[config.mk]
export PLATFORM = sky130hd
export DESIGN_NAME = pulpemu_rst_seq
export DESIGN_NICKNAME = d
export VERILOG_FILES = /design/src/rtl/pulpemu_rst_seq.sv
export SDC_FILE = /design/constraint.sdc
export NUM_CORES = 1
export LEC_CHECK = 0
export CELL_PAD_IN_SITES_DETAIL_PLACEMENT = 0
export CELL_PAD_IN_SITES_GLOBAL_PLACEMENT = 1
export CORE_ASPECT_RATIO = 1.25
export CORE_UTILIZATION = 26
export CTS_BUF_LIST = sky130_fd_sc_hd__clkbuf_8
export CTS_CLUSTER_SIZE = 30
export DETAILED_ROUTE_END_ITERATION = 8
export PLACE_DENSITY_LB_ADDON = 0.3
export SETUP_SLACK_MARGIN = 0.15
export SLEW_MARGIN = 40
export SYNTH_ARGS = -nofsm -noshare
export SYNTH_HDL_FRONTEND = slang
export SYNTH_SLANG_ARGS = --single-unit
[constraint.sdc]
create_clock -name clk_i -period 3.3 [get_ports clk_i]
set_input_delay 0.33 -clock clk_i [delete_from_list [all_inputs] [get_ports clk_i]]
set_output_delay 0.33 -clock clk_i [all_outputs]
set_load 0.02 [all_outputs]
[src/rtl/pulpemu_rst_seq.sv]
// pulpemu_rst_seq: lock-filtered SoC/cluster reset sequencer with boot-mode latch and abort counter
module pulpemu_rst_seq #(
  parameter int LOCK_FILTER   = 16,
  parameter int SOC_HOLD      = 64,
  parameter int CLUSTER_DELAY = 32,
  parameter int CNT_W         = 16
) (
  input  logic       clk_i,
  input  logic       rst_i,
  input  logic       clk_locked_i,
  input  logic       ext_rst_n_i,
  input  logic       bootmode_i,
  input  logic       sw_rst_req_i,
  output logic       soc_rst_n_o,
  output logic       cluster_rst_n_o,
  output logic       bootmode_o,
  output logic       ready_o,
  output logic [2:0] state_o,
  output logic [7:0] rst_cnt_o
);
  typedef enum logic [2:0] {
    S_WAIT = 3'd0,
    S_FILT = 3'd1,
    S_HOLD = 3'd2,
    S_SRUN = 3'd3,
    S_RUN  = 3'd4
  } state_e;
  state_e           state_q, state_d;
  logic [1:0]       sync_q;
  logic [CNT_W-1:0] cnt_q, cnt_d;
  logic             soc_q, clu_q, bm_q;
  logic [7:0]       rcnt_q;
  logic             ok, abort;
  assign ok    = clk_locked_i & sync_q[1];
  assign abort = (state_q != S_WAIT) & (~ok | sw_rst_req_i);
  always_comb begin
    state_d = state_q;
    if (abort) state_d = S_WAIT;
    else
      case (state_q)
        S_WAIT:  state_d = ok ? S_FILT : S_WAIT;
        S_FILT:  state_d = (cnt_q == CNT_W'(LOCK_FILTER - 1)) ? S_HOLD : S_FILT;
        S_HOLD:  state_d = (cnt_q == CNT_W'(SOC_HOLD - 1)) ? S_SRUN : S_HOLD;
        S_SRUN:  state_d = (cnt_q == CNT_W'(CLUSTER_DELAY - 1)) ? S_RUN : S_SRUN;
        S_RUN:   state_d = S_RUN;
        default: state_d = S_WAIT;
      endcase
    // the counter only times the three finite phases, so it stays parked elsewhere
    cnt_d = (state_d != state_q || state_q == S_WAIT || state_q == S_RUN) ? '0 : cnt_q + 1'b1;
  end
  always_ff @(posedge clk_i) begin
    if (rst_i) begin
      sync_q  <= '0;
      state_q <= S_WAIT;
      cnt_q   <= '0;
      soc_q   <= 1'b0;
      clu_q   <= 1'b0;
      bm_q    <= 1'b0;
      rcnt_q  <= '0;
    end else begin
      sync_q  <= {sync_q[0], ext_rst_n_i};
      state_q <= state_d;
      cnt_q   <= cnt_d;
      soc_q   <= (state_d == S_SRUN) | (state_d == S_RUN);
      clu_q   <= state_d == S_RUN;
      if (state_q == S_FILT && state_d == S_HOLD) bm_q <= bootmode_i;
      if (abort && (state_q == S_SRUN || state_q == S_RUN) && rcnt_q != 8'hff) rcnt_q <= rcnt_q + 8'd1;
    end
  end
  assign soc_rst_n_o     = soc_q;
  assign cluster_rst_n_o = clu_q;
  assign ready_o         = clu_q;
  assign bootmode_o      = bm_q;
  assign state_o         = state_q;
  assign rst_cnt_o       = rcnt_q;
endmodule

==> results_dict.tcl <==
set metrics [dict create \
    drt_first_iter_violations 50 \
    synth.ff_latch_count 32 \
    fmax_ghz 0.4322 \
    gr-usage-all-layers_pct 11.05 \
    synth-warning-count 0 \
    cp-start-kind "flop" \
    coreArea_mm2 0.005555 \
    io_pins 21 \
    gp_congestion 0.7503 \
    synth_edf_count 0 \
    status "complete, but fails checks" \
    crit_family "simple AND/OR/NAND/NOR gates" \
    final.setup.tns_ns 0 \
    cp_data_arrival_time_ns 2.45 \
    required_ns 3.44 \
    min_path_cells 1 \
    rsz0062_at_grt "false" \
    post_cts.repair.setup_buffers 0 \
    async_reset_ff_share_pct 0 \
    cp-end-kind "flop" \
    holdBufCountCts 0 \
    relSlewSlack_pct 49.83 \
    fin_nets 198 \
    totalWireLength_um 3073 \
    hp-start "sync_q[0]" \
    powerDensity_mw_per_mm2 387.5 \
    grt_max_degree 17 \
    place_area_mm2 0.001777 \
    die_h_um 87.81 \
    grt_antenna_before_repair 0 \
    maxCapViolCount 0 \
    leakage_nw 0.6161 \
    port_buffers 20 \
    dr.pass1.iters 6 \
    worst_slew_pin_slew_ns 0.7525 \
    drive_gt1_share_pct 9.948 \
    synth_top_area_share_pct 41.83 \
    hold_violations 0 \
    crit_type "reg -> reg" \
    via_per_inst 4.745 \
    violations "design-rule violations" \
    worst_clock_skew_ns 0.008642 \
    dr_total_vias 1210 \
    die_w_um 70.65 \
    worstSkewPairLatency_ns 0.29 \
    cts_max_level 2 \
    area_growth_pct 22.06 \
    cts_root_buf "clkbuf_8" \
    regToRegSetupSlack_ns 0.99 \
    die_area_mm2 0.006203 \
    hold_class "reg -> reg" \
    netlist_area_mm2 0.001531 \
    setup_violations 0 \
    placedCellCount 247 \
    ys.flop_type "dfxtp_1" \
    ys_top_cells_by_area "dfxtp_1 (42%), nor2_1 (7.8%), xnor2_1 (6.9%), xor2_1 (5.1%), nand4_1 (3.3%)" \
    r2r_cells 6 \
    fin_crit_sh_pct 70.11 \
    crit_fanout 16 \
    period_needed_ns 2.314 \
    drc 4 \
    max_stage_delay_ns 0.61 \
    clock_path_buffers 2 \
    grt_pass1_vias 1153 \
    clkSinkCount 32 \
    path_buf_inv 0 \
    overflow 0 \
    vdd_drop_max_uv 128.4 \
    syn_nets 176 \
    instances_no_fill 255 \
    initial_core_util_pct 27.57 \
    numCtsBuffers 5 \
    synth_top_cell_by_area "dfxtp_1" \
    final_area_mm2 0.001869 \
    path_cells "ha_1 -> and3_2 -> nand4_1 -> or4_4 -> o221ai_2 -> nor2_1" \
    reg2reg_from "cnt_q[0]" \
    hold_ws_ns 0.4489 \
    slowest_stage "o221ai_2" \
    n_antenna_cell 0 \
    syn_avg_cell_area_um2 9.116 \
    ant_nets 0 \
    hold_end "sync_q[1]" \
    tritoncts "done" \
    rows 30 \
    synth_cells 168 \
    rr_endpoint "cnt_q[13]" \
    ctsResizeCount 0 \
    grt_pass1_wl_um 5237 \
    wire_per_inst_um 12.05 \
    synth.yosys.seq_area_share_pct 41.83 \
    yosys-top-cells-count "dfxtp_1 (32), nor2_1 (32), xnor2_1 (12), xor2_1 (9)" \
    clk_pin_slew_ns 0.07 \
    fillers 594 \
    slew_viol_final 0 \
    synth.distinct_cells 40 \
    dp_hpwl_um 2189 \
]
-- routing by layer --
layer | track usage, % | part of all wire, % | wire [µm] | vias up
met4 | 4.909 | 1.7 | 52 | 0
met1 | 12.36 | 45 | 1376 | 554
met5 | 0 | 0 | 0 | -
li1 | - | - | - | 626
met3 | 3.913 | 4.8 | 147 | 5
met2 | 19.06 | 49 | 1496 | 25
-- worst max-delay path by stage --
stage                       to  cells past startpoint         start
finish               cnt_q[13]                      6      cnt_q[0]
global route          cnt_q[7]                      6      cnt_q[0]
CTS                   cnt_q[7]                      6      cnt_q[0]
detailed placement  bootmode_o                      6  clk_locked_i
global placement    bootmode_o                      6  clk_locked_i
floorplan             cnt_q[7]                      7      cnt_q[0]
-- flip-flops by register name, summed over array words and instances, names as in the netlist --
| name | flops |
|---|---|
| soc_rst_n_o | 1 |
| cnt_q | 16 |
| rst_cnt_o | 8 |
| cluster_rst_n_o | 1 |
| state_o | 3 |
| bootmode_o | 1 |
| sync_q | 2 |
-- where the power goes --
group	internal (mW)	total (mW)	switching, mW
Clock	0.166	0.315	0.149
Sequential	0.388	0.390	0.00177
Combinational	0.0107	0.0196	0.00881
Total	0.565	0.724	0.159
-- worst register-to-register path: stages (launching register included) --
cell and delay [ns]:
dfxtp_1 0.37, ha_1 0.22, and3_2 0.25, nand4_1 0.10
or4_4 0.51, o221ai_2 0.61, nor2_1 0.12
-- layout by cell type (no fill, tap or decap), types with 2 or more instances in the layout --
cell / n
ha_1: 2
dfxtp_1: 32
or2_2: 2
mux2i_1: 3
nor4b_1: 4
xor2_1: 9
nor4_4: 2
inv_1: 6
or4_1: 2
nor2_1: 32
nand3_1: 5
nor3_1: 7
clkinv_2: 2
nor4_1: 2
nor2b_1: 4
nand4_1: 8
o21a_1: 4
nand2_1: 8
clkdlybuf4s50_1: 20
clkbuf_8: 6
xnor2_1: 12
-- layout make-up --
cell class                 count  area [µm²]  share of cell area (%)
timing repair buffer          21       207.7                   11.11
multi-input combinational    124       825.8                   44.18
tap                           64       80.08                   4.284
inverter                       6       22.52                   1.205
clock inverter                 2       10.01                  0.5355
sequential                    32       640.6                   34.27
clock buffer                   6       82.58                   4.418
-- logic make-up (layout without fill, tap and decap cells) --
family | after synthesis | in the layout | synth area share [%]
compound gates | 12 | 12 | 6.454
xor+xnor | 21 | 21 | 12.01
fa+ha+maj | 3 | 3 | 2.287
buf+inv | 12 | 35 | 4.248
flops | 32 | 32 | 41.83
mux | 3 | 3 | 1.961
simple gates | 85 | 85 | 31.21
-- per-stage QoR --
stage          setup WS [ns]  util (%)  total power, mW
6_report              0.9864     33.65           0.7243
4_1_cts               0.9207     33.65           0.7389
3_3_place_gp          0.9360     31.98           0.4185
5_1_grt               0.8011     33.65           0.7523
2_1_floorplan          1.351         -           0.4077
3_5_place_dp          0.8738     31.98           0.4185
Power figures use the tool's default switching activity.
